File: src/rtl/game_pkg.sv
// game_pkg: shared screen geometry, image-select encodings and draw FSM states.
//   SCREEN_W / SCREEN_H : frame size in pixels / lines
//   NPIX                : pixels per frame
//   MEM_*               : memorySel encodings of the image ROMs
//   state_t             : draw-control FSM states
package game_pkg;
    localparam int SCREEN_W = 160;
    localparam int SCREEN_H = 120;
    localparam int NPIX     = SCREEN_W * SCREEN_H;
    localparam logic [6:0] MEM_TITLE1  = 7'd0;
    localparam logic [6:0] MEM_TITLE2  = 7'd1;
    localparam logic [6:0] MEM_CHOOSE1 = 7'd2;
    localparam logic [6:0] MEM_CHOOSE2 = 7'd3;
    localparam logic [6:0] MEM_P1WIN1  = 7'd4;
    localparam logic [6:0] MEM_P1WIN2  = 7'd5;
    typedef enum logic [1:0] {IDLE, INIT, SWEEP, DONE} state_t;
endpackage

File: src/rtl/draw_sweep_counter.sv
// draw_sweep_counter: sweep timebase t plus pixel column/row trackers xi/yi.
//   clk, reset   : clock, synchronous active-high reset
//   clear        : zero t, xi, yi
//   run          : advance t; step xi/yi on pixel-active cycles
//   addr_active  : t < W*H, the address side still has addresses to issue
//   pix_active   : t >= PIPE_DEPTH, colour data is valid this cycle
//   line_end     : xi is on the last column
//   last_pix     : xi/yi is on the final pixel of the frame
module draw_sweep_counter
    import game_pkg::*;
#(
    parameter int PIPE_DEPTH = 2
) (
    input  logic clk,
    input  logic reset,
    input  logic clear,
    input  logic run,
    output logic addr_active,
    output logic pix_active,
    output logic line_end,
    output logic last_pix
);
    logic [14:0] t;
    logic [7:0]  xi;
    logic [6:0]  yi;

    assign addr_active = t < 15'(NPIX);
    assign pix_active  = t >= 15'(PIPE_DEPTH);
    assign line_end    = xi == 8'(SCREEN_W - 1);
    assign last_pix    = line_end && (yi == 7'(SCREEN_H - 1));

    always_ff @(posedge clk) begin
        if (reset || clear) begin
            t  <= '0;
            xi <= '0;
            yi <= '0;
        end else if (run) begin
            t <= t + 15'd1;
            // the final pixel leaves xi/yi parked so they never wrap
            if (pix_active && !last_pix) begin
                xi <= line_end ? 8'd0 : xi + 8'd1;
                yi <= line_end ? yi + 7'd1 : yi;
            end
        end
    end
endmodule

File: src/rtl/screen_draw_ctrl.sv
// screen_draw_ctrl: sweeps one 160x120 frame into the VGA datapath (image or black clear).
//   clk, reset                : clock, synchronous active-high reset
//   drawReq, drawSel          : start an image sweep; image select latched at accept
//   clearReq                  : start a black sweep (wins over drawReq)
//   busy, done                : sweep in progress / one-cycle completion pulse
//   plot                      : VGA write enable, aligned to the colour pipeline
//   memorySel, black          : image select and clear flag held for the sweep
//   addressScreenCounterReset, screenCountLoad : screen-address counter controls
//   xReset, yReset, xLoad, yLoad, xCountUp, yCountUp : x/y counter controls
module screen_draw_ctrl
    import game_pkg::*;
#(
    parameter int PIPE_DEPTH = 2
) (
    input  logic       clk,
    input  logic       reset,
    input  logic       drawReq,
    input  logic [6:0] drawSel,
    input  logic       clearReq,
    output logic       busy,
    output logic       done,
    output logic       plot,
    output logic [6:0] memorySel,
    output logic       black,
    output logic       addressScreenCounterReset,
    output logic       screenCountLoad,
    output logic       xReset,
    output logic       yReset,
    output logic       xLoad,
    output logic       yLoad,
    output logic       xCountUp,
    output logic       yCountUp
);
    state_t state, next;
    logic   accept, addr_active, pix_active, line_end, last_pix;

    assign accept = (state == IDLE) && (clearReq || drawReq) && !reset;

    draw_sweep_counter #(.PIPE_DEPTH(PIPE_DEPTH)) u_cnt (
        .clk        (clk),
        .reset      (reset),
        .clear      (state == INIT),
        .run        (state == SWEEP),
        .addr_active(addr_active),
        .pix_active (pix_active),
        .line_end   (line_end),
        .last_pix   (last_pix)
    );

    always_ff @(posedge clk) begin
        if (reset) begin
            state     <= IDLE;
            memorySel <= '0;
            black     <= 1'b0;
        end else begin
            state <= next;
            if (accept) begin
                black     <= clearReq;
                memorySel <= clearReq ? 7'd0 : drawSel;
            end else if (state == DONE) begin
                black <= 1'b0;
            end
        end
    end

    always_comb begin
        next                      = state;
        busy                      = 1'b0;
        done                      = 1'b0;
        plot                      = 1'b0;
        addressScreenCounterReset = 1'b0;
        screenCountLoad           = 1'b0;
        xReset                    = 1'b0;
        yReset                    = 1'b0;
        xLoad                     = 1'b0;
        yLoad                     = 1'b0;
        xCountUp                  = 1'b0;
        yCountUp                  = 1'b0;
        case (state)
            IDLE: begin
                busy = accept;
                next = accept ? INIT : IDLE;
            end
            INIT: begin
                busy                      = 1'b1;
                xReset                    = 1'b1;
                yReset                    = 1'b1;
                addressScreenCounterReset = 1'b1;
                next                      = SWEEP;
            end
            SWEEP: begin
                busy            = 1'b1;
                screenCountLoad = addr_active;
                plot            = pix_active;
                if (pix_active) begin
                    xLoad    = !line_end;
                    xCountUp = !line_end;
                    xReset   = line_end;
                    // the final pixel must not step y past the last line
                    yLoad    = line_end && !last_pix;
                    yCountUp = line_end && !last_pix;
                    next     = last_pix ? DONE : SWEEP;
                end
            end
            DONE: begin
                done = 1'b1;
                next = IDLE;
            end
            default: next = IDLE;
        endcase
    end
endmodule

File: config.mk
export PLATFORM = sky130hd
export DESIGN_NAME = screen_draw_ctrl
export DESIGN_NICKNAME = d
export VERILOG_FILES = /design/src/rtl/game_pkg.sv /design/src/rtl/draw_sweep_counter.sv /design/src/rtl/screen_draw_ctrl.sv
export SDC_FILE = /design/constraint.sdc
export NUM_CORES = 1
export LEC_CHECK = 0
export CAP_MARGIN = 25
export CORE_ASPECT_RATIO = 0.7
export CORE_UTILIZATION = 37
export DETAILED_ROUTE_END_ITERATION = 10
export DONT_BUFFER_PORTS = 1
export MAX_ROUTING_LAYER = met4
export PLACE_DENSITY_LB_ADDON = 0.1
export SLEW_MARGIN = 10
export SYNTH_ARGS = -nofsm -noshare
export SYNTH_HDL_FRONTEND = slang
export SYNTH_HIERARCHICAL = 1
export SYNTH_SLANG_ARGS = --single-unit
File: constraint.sdc
create_clock -name clk -period 3.4 [get_ports clk]
set_clock_uncertainty 0.15 [all_clocks]
set_input_delay 0.85 -clock clk [delete_from_list [all_inputs] [get_ports clk]]
set_output_delay 0.85 -clock clk [all_outputs]
set_load 0.02 [all_outputs]
### Word level (Yosys, flattened, before mapping)

Cells that the tools add are included.
Widths: inputs -> output; s select.

| storage, ports and cells | value |
|---|---|
| output and inout bits | 19 |
| register bits after elaboration | 40 |

| operators by class | value |
|---|---|
| muxes and demuxes | 19 |
| add/subtract/negate cells | 3 |
| magnitude comparators | 2 |
| equality and inequality tests | 6 |
| reduce and logical (&&, ||, !) cells | 15 |

Operators with widths:

| operator | number |
|---|---|
| $add 15x1->15 const B | 1 |
| $ge 15x2->1 const B | 1 |
| $lt 15x15->1 const B | 1 |
| $mux 1 | 13 |
| $add 8x1->8 const B | 1 |
| $eq 8x8->1 const B | 1 |
| $mux 8 | 1 |
| $pmux 2 s4 | 1 |
| $add 7x1->7 const B | 1 |
| $eq 7x7->1 const B | 1 |
| $mux 7 | 1 |
| $logic_and 1x1->1 | 5 |
| $eq 2x2->1 const B | 2 |
| $pmux 1 s2 | 2 |
| $logic_not 1->1 | 3 |
| $reduce_and 3->1 | 1 |
| $eq 2x1->1 const B | 1 |
| $logic_not 2->1 | 1 |
| $logic_or 1x1->1 | 2 |
| $mux 2 | 1 |
| $ne 2x2->1 const B | 1 |
| $reduce_and 2->1 | 1 |
| $reduce_bool 2->1 | 1 |
| $reduce_or 2->1 | 1 |

### Longest topological paths before layout

Gate-level depths: netlist of the first run.

| depth | value |
|---|---|
| word-level depth | 6 |
| depth in mapped cells | 8 |
| mapped depth without buffers | 6 |

### Modules after synthesis

The synthesis of the first run kept the hierarchy.

Modules (own cells, without submodules):

| module | cells an instance | area each (um^2) | times used | seq. area each (um^2) |
|---|---|---|---|---|
| draw_sweep_counter | 175 | 1520.2 | 1 | 600.6 |
| screen_draw_ctrl | 61 | 586.8 | 1 | 200.2 |

### Worst setup path after synthesis of the first run

OpenSTA, ideal clock, no wires.

| timing | value |
|---|---|
| kind | register -> output |
| from | register u_cnt.t[3] |
| to | output yLoad |
| path buffers | 1 |
| stages on the path, launching flop included | 7 |
| data arrival time | 2.120 ns |
| slack | 0.280 ns |
| data required time | 2.400 ns |
| path through | dfxtp_1 or4_4 or4_1 and2_1 nand2_1 nor2_1 buf_4 |

| between the ends | value |
|---|---|
| longest elaborated chain between the ends | 3 |

Ends and longest elaborated chain:

| element | RTL line | RTL |
|---|---|---|
| start: declaration | draw_sweep_counter.sv:23 | `logic [14:0] t;` |
| start signal: assignment | draw_sweep_counter.sv:38 | `t <= t + 15'd1;` |
| $ge 15x2->1 | draw_sweep_counter.sv:28 | `assign pix_active = t >= 15'(PIPE_DEPTH);` |
| net pix_active | screen_draw_ctrl.sv:35 | `logic accept, addr_active, pix_active, line_end, last_pix;` |
| $mux 1 (2 in a row) | -- |  |
| end: declaration | screen_draw_ctrl.sv:30 | `output logic yLoad,` |

The timed path passes the listed nets, and every way through them passes these cells.

### Worst setup path after layout of the first run

| timing | value |
|---|---|
| from | register u_cnt.t[3] |
| to | output xReset |

| between the ends | value |
|---|---|
| longest elaborated chain between the ends | 3 |

Ends and longest elaborated chain:

| element | RTL line | RTL |
|---|---|---|
| $ge 15x2->1 | draw_sweep_counter.sv:28 |  |
| net pix_active | screen_draw_ctrl.sv:35 |  |
| $mux 1 | screen_draw_ctrl.sv:95 | `if (pix_active) begin` |
| $pmux 1 s2 | screen_draw_ctrl.sv:79 | `case (state)` |
| end: declaration | screen_draw_ctrl.sv:27 | `output logic xReset,` |

The timed path passes the listed nets, and every way through them passes these cells.

==> out/qor.txt, run 1 <==
fraction of power spent switching nets - 0.3583
IO Pins - 30
routed wire length per instance - 13.77 um
critical path launch point type - flip-flop
data required time of the worst path - 2.40 ns
number of endpoints failing setup at the final stage - 0
Max Slew Vio Count - 0
type of the worst min-delay path - flip-flop to flip-flop
number of buffers created by CTS - 5
crit path launch - u_cnt/t[3]$_SDFFE_PP0P_
maximum number of buffers from clock root to sink - 2
count of different cell masters after synthesis - 48
total power after layout - 1.146 mW
cells traversed along the worst timing path - or4_4 > or4_1 > and2_4 > nand2_1 > a21boi_1
CP max stage cell - sky130_fd_sc_hd__or4_4
number of warnings reported in the yosys synthesis log - 6
portion of the clock cycle consumed by the worst path in the final layout - 0.9719
number of rows in the core area - 22
met3 layer wire length in the routed design - 180 um
Max IR drop VDD - 0.1515 mV
top post-synthesis cells by count - 40 x sky130_fd_sc_hd__dfxtp_1, 21 x sky130_fd_sc_hd__nor2_1, 15 x sky130_fd_sc_hd__a21oi_1, 15 x sky130_fd_sc_hd__nand2_1, 11 x sky130_fd_sc_hd__inv_1
count of routing violations after the opening detailed-route iteration - 57
# Post-CTS Setup Buffers - 0
Highest Clock Rate - 302.6 MHz
top sig layer - met4
number of antenna violations at the first check in global routing - 0
clock sink count - 40
first-pass GRT wire length - 7.438 mm
pin count of the biggest net entering global routing - 31
input/output buffers - 0
H-tree depth reported by CTS - 2
Crit path buffers/inverters - 0
number of global-route vias before repair - 1,551
largest fanout on the critical path - 6
Synth Cell Area - 0.002107 sq mm
multi-input combinational cell area - 0.001189 sq mm
half-perimeter wire length after detailed placement - 2.992 mm
longest individual stage delay on the worst path - 0.58 ns
Area Overhead vs Synth - 6.235%
critical path class - flip-flop to output pin
Die Wd - 92.20 um
total gr overflow - 0
average size of a mapped cell - 8.928 sq um
remaining antenna violation count - 0
top-count cell post-synth - sky130_fd_sc_hd__dfxtp_1
Final nets - 254
cell chosen for the clock root - sky130_fd_sc_hd__clkbuf_8
clock-pin slew on the worst setup and hold paths - 0.08 ns
hold_buf cts - 0
endpoint type of the worst setup path - output pin
family of cells with the greatest summed delay on the critical path - simple AND/OR/NAND/NOR gates
aggregate routed wire length - 4.240 mm
die extent in y - 65.14 um
net switching power - 0.4107 mW
unrepaired setup endpoints after global routing - false
power per unit of standard cell area - 512.2 mW/mm^2
Top FF cell, synth - sky130_fd_sc_hd__dfxtp_1
sequential fraction of the synthesis area - 0.3800
number of filler instances in the final layout - 552
core region area - 0.005368 sq mm
count of endpoints failing hold in the final timing report - 0
proportion of register bits with asynchronous set or reset after synthesis - 0
P_int - 0.7357 mW
effective utilization at floorplan - 0.3925
dominant cells by area after synthesis - sky130_fd_sc_hd__dfxtp_1 38%, sky130_fd_sc_hd__ha_1 4.8%, sky130_fd_sc_hd__nor2_1 3.7%
vias per std cell - 5.390
overall die area - 0.006005 sq mm
Data arrival, critical path - 2.30 ns
number of search-and-repair iterations in the first detailed-routing pass - 4
met1 routed wirelength after detailed routing - 2.430 mm
flip-flop and latch area - 800.8 sq um
Yosys top cell area share - 0.3800
final period demand of the worst path - 3.305 ns
count of flip-flops with a built-in enable after synthesis - 0
global placer's final weighted congestion - 0.7623
number of diodes - 0
met2 WL - 1.563 mm
worst-margin pin slew - 0.7055 ns
run status - complete, no violations
number of synthesized register bits - 40
Fin Setup TNS - 0 ns
count of max-cap constraint violations - 0
startpoint of the lowest-slack hold path - u_cnt/xi[7]$_SDFFE_PP0P_
share of power burned in the clock network - 0.276
layout cells sized above 1 - 0.1356
FF-to-FF Start - state[1]$_SDFFE_PP0P_
Leak - 0.7137 nW
count of cells resized by post-cts repair - 3
clock tree from TritonCTS - done
sequential power share - 0.460
cell count after synthesis - 236
GRT Overall Usage - 0.1623
Post-route DRC - 0
vias post-DR - 1,660
dominant cell type by area after synthesis - sky130_fd_sc_hd__dfxtp_1
Combinational Power Share - 0.264
Post-Syn Nets - 255
Slew headroom - 0.5276
clock latency of the later-clocked register in the worst-skew pair - 0.30 ns
[power groups by stage]
stage | registers (mW) | logic (mW) | clock network, mW
floorplan | 0.532 | 0.263 | 0
global placement | 0.538 | 0.304 | 0
detailed placement | 0.538 | 0.300 | 0
CTS | 0.527 | 0.303 | 0.330
global route | 0.531 | 0.331 | 0.351
finish | 0.527 | 0.302 | 0.317
[final cells by class]
| cell class | count | share of cell area |
|---|---|---|
| clock inverter | 3 | 0.008385 |
| timing repair buffer | 4 | 0.01342 |
| clock buffer | 5 | 0.03074 |
| inverter | 11 | 0.01845 |
| sequential | 40 | 0.3577 |
| tap | 72 | 0.04025 |
| multi-input combinational | 173 | 0.5310 |
[worst min-delay path: cells and delay by family, from the launching register on]
kind / cells / cell delay (ns)
AOI/OAI and AO/OA: 1 / 0.05
DFF: 1 / 0.33
and+or+nand+nor: 1 / 0.06
[cell usage in the layout (no fill, tap or decap), types with 6 or more instances in the layout]
cell type and instances:
sky130_fd_sc_hd__dfxtp_1 40, sky130_fd_sc_hd__or3_1 8, sky130_fd_sc_hd__ha_1 8, sky130_fd_sc_hd__xnor2_1 8
sky130_fd_sc_hd__inv_1 11, sky130_fd_sc_hd__a22oi_2 6, sky130_fd_sc_hd__o31ai_1 7, sky130_fd_sc_hd__nand2_1 15
sky130_fd_sc_hd__nand4_1 7, sky130_fd_sc_hd__or4_1 9, sky130_fd_sc_hd__nor2_1 20, sky130_fd_sc_hd__nor2_2 7
sky130_fd_sc_hd__nand3_1 7, sky130_fd_sc_hd__a21oi_1 15
[worst paths after layout]
path                               to  slack (ns)  cells after the start
max                            xReset         0.1                      5
min          u_cnt/xi[7]$_SDFFE_PP0P_        0.32                      2
max reg2reg  u_cnt/xi[3]$_SDFFE_PP0P_        1.21                      5
min reg2reg  u_cnt/xi[7]$_SDFFE_PP0P_        0.32                      2
[registers in the layout, indices dropped and copies added, names as in the netlist]
name,count
u_cnt/t,15
black,1
u_cnt/yi,7
state,2
u_cnt/xi,8
memorySel,7
[stage by stage]
stage / area, sq um / util / setup slack (ns) / std cells / hold WS [ns]
finish: 2238 / 0.4170 / 0.09546 / 308 / 0.3232
global route: 2238 / 0.4170 / 0.007831 / 308 / 0.3463
floorplan: 2107 / - / 0.2795 / 236 / 0.2892
detailed placement: 2140 / 0.3986 / 0.2549 / 300 / 0.3168
CTS: 2231 / 0.4156 / 0.006692 / 308 / 0.3284
global placement: 2140 / 0.3986 / 0.2740 / 300 / 0.3070
[kinds of logic after synthesis]
group / count (synthesis) / synth area share
xor+xnor: 12 / 0.04988
flops: 40 / 0.3800
mux: 2 / 0.009502
buf+inv: 23 / 0.06116
compound gates: 53 / 0.1930
fa+ha+maj: 8 / 0.04751
simple gates: 98 / 0.2589
[per-layer routing]
layer	vias up	global-route usage
met5	-	-
li1	855	-
met2	40	0.2146
met1	758	0.2354
met3	7	0.03935
met4	0	0.06055
No activity file was read; power rests on OpenSTA's default activity.
==> run 2: changes to the inputs <==
==> constraint.sdc (replaced) <==
create_clock -name clk -period 3.4 [get_ports clk]
set_clock_uncertainty 0.15 [all_clocks]
set_input_delay 0.85 -clock clk [delete_from_list [all_inputs] [get_ports clk]]
set_output_delay 0.85 -clock clk [all_outputs]
set_load 0.1 [all_outputs]
==> out/qor.txt, run 2 (synthesized netlist as in run 1, its figures left out) <==
die extent in y - 65.14 um (unchanged)
most common cell after layout, fill and taps aside - sky130_fd_sc_hd__dfxtp_1
number of search-and-repair iterations in the first detailed-routing pass - 4 (unchanged)
clock sink count - 40 (unchanged)
worst-margin pin slew - 0.9823 ns (+0.2768 ns)
Post-route DRC - 0 (unchanged)
# Post-CTS Setup Buffers - 0 (unchanged)
pin count of the biggest net entering global routing - 31 (unchanged)
number of global-route vias before repair - 1,561 (+0.64%)
number of diodes - 0 (unchanged)
routed wire length per instance - 13.95 um (+1.4%)
aggregate routed wire length - 4.409 mm (+4.0%)
vias post-DR - 1,705 (+2.7%)
number of buffers created by CTS - 5 (unchanged)
portion of the clock cycle consumed by the worst path in the final layout - 0.9812 (+0.009282)
clock-pin slew on the worst setup and hold paths - 0.08 ns (about the same)
number of filler instances in the final layout - 535 (-3.1%)
power per unit of standard cell area - 618.1 mW/mm^2 (+21%)
commonest non-fill, non-tap cells in the layout - 39 x sky130_fd_sc_hd__dfxtp_1, 20 x sky130_fd_sc_hd__nor2_1, 15 x sky130_fd_sc_hd__a21oi_1, 14 x sky130_fd_sc_hd__nand2_1
maximum number of buffers from clock root to sink - 2 (unchanged)
final period demand of the worst path - 3.336 ns (+0.03156 ns)
type of the worst min-delay path - flip-flop to flip-flop
remaining antenna violation count - 0 (unchanged)
max FFs per register - 15 (unchanged)
Max Slew Vio Count - 0 (unchanged)
clock tree from TritonCTS - done
final standard cell utilization of the core - 0.4387 (+0.02168)
number of endpoints failing setup at the final stage - 0 (unchanged)
endpoint type of the worst setup path - output pin
number of antenna violations at the first check in global routing - 0 (unchanged)
core region area - 0.005368 sq mm (unchanged)
register ranked first by flip-flop count - u_cnt/t
effective utilization at floorplan - 0.3925 (unchanged)
data required time of the worst path - 2.40 ns (about the same)
global placer's final weighted congestion - 0.7990 (+4.8%)
clock latency of the later-clocked register in the worst-skew pair - 0.29 ns (about the same)
GRT Overall Usage - 0.1682 (+0.005887)
H-tree depth reported by CTS - 2 (unchanged)
vias per std cell - 5.396 (+0.11%)
input/output buffers - 0 (unchanged)
cell chosen for the clock root - sky130_fd_sc_hd__clkbuf_8
number of rows in the core area - 22 (unchanged)
count of max-cap constraint violations - 0 (unchanged)
Highest Clock Rate - 299.8 MHz (-0.95%)
largest fanout on the critical path - 6 (unchanged)
first-pass GRT wire length - 7.665 mm (+3.1%)
Area Overhead vs Synth - 11.76%
Max IR drop VDD - 0.2542 mV (+68%)
critical path class - flip-flop to output pin
critical path launch point type - flip-flop
Data arrival, critical path - 2.34 ns (+0.04 ns)
overall die area - 0.006005 sq mm (unchanged)
layout cells sized above 1 - 0.1844 (+0.04883)
count of endpoints failing hold in the final timing report - 0 (unchanged)
total gr overflow - 0 (unchanged)
Final nets - 263 (+3.5%)
largest registers - u_cnt/t (15), u_cnt/xi (8)
unrepaired setup endpoints after global routing - false
run status - complete, no violations
Fin Setup TNS - 0 ns (unchanged)
Leak - 0.7671 nW (+7.5%)
IO Pins - 30 (unchanged)
count of routing violations after the opening detailed-route iteration - 97 (+70%)
half-perimeter wire length after detailed placement - 3.048 mm (+1.9%)
Slew headroom - 0.3442 (-0.1834)
Die Wd - 92.20 um (unchanged)
-- run 2: final cells by class --
type / instances / area (sq um) / area share
clock buffers: 7 / 96.34 / 0.04091
inverters: 11 / 41.29 / 0.01753
multi-input cells: 173 / 1211 / 0.5143
flip-flops and latches: 40 / 802.0 / 0.3406
well taps: 72 / 90.09 / 0.03826
repair buffers: 13 / 113.9 / 0.04835
-- run 2: path summary, 6_finish.rpt --
kind | from | end | slack, ns | cells after the start
setup / recovery | u_cnt/t[3]$_SDFFE_PP0P_ | xLoad | 0.06 | 5
hold / removal | u_cnt/xi[7]$_SDFFE_PP0P_ | u_cnt/xi[7]$_SDFFE_PP0P_ | 0.32 | 2
setup reg to reg | u_cnt/yi[0]$_SDFFE_PP0P_ | state[0]$_SDFFE_PP0P_ | 1.20 | 7
hold reg to reg | u_cnt/xi[7]$_SDFFE_PP0P_ | u_cnt/xi[7]$_SDFFE_PP0P_ | 0.32 | 2
-- run 2: metrics by stage --
step	hold WS, ns	worst slack (ns)	instance area (sq um)	std cells	power, mW
2_1_floorplan	0.2892	0.02461	2128	236	1.043
3_3_place_gp	0.3141	0.2654	2243	309	1.122
3_5_place_dp	0.3112	0.2707	2243	309	1.122
4_1_cts	0.3211	0.01428	2351	316	1.471
5_1_grt	0.3613	0.001617	2355	316	1.528
6_report	0.3224	0.06390	2355	316	1.456
-- run 2: metal layers --
layer,vias up,wire [um],track usage
li1,876,-,-
met1,794,2447,0.2393
met2,31,1740,0.2295
met3,4,194,0.04630
met5,-,0,-
met4,0,26,0.05078
-- run 2: where the power goes --
group | leakage, nW | internal (mW) | total (mW) | switching (mW)
Combinational | 0.393 | 0.133 | 0.524 | 0.392
Sequential | 0.324 | 0.492 | 0.586 | 0.0942
Clock | 0.0503 | 0.181 | 0.345 | 0.164
Total | 0.767 | 0.806 | 1.46 | 0.650
-- run 2: worst max-delay path, stage by stage (launching register included) --
cell and delay, ns:
sky130_fd_sc_hd__dfxtp_2 0.35, sky130_fd_sc_hd__or4_4 0.57, sky130_fd_sc_hd__or4_4 0.56, sky130_fd_sc_hd__and2_4 0.19, sky130_fd_sc_hd__nor2b_4 0.13, sky130_fd_sc_hd__buf_4 0.25
-- run 2: timing repair --
item / 4_1_cts / 5_1_grt
setup endpoints to repair: 5 / 5
resized for setup: 3 / 2
cloned: 0 / 0
hold buffers: 0 / 0
pin swaps: 0 / 0
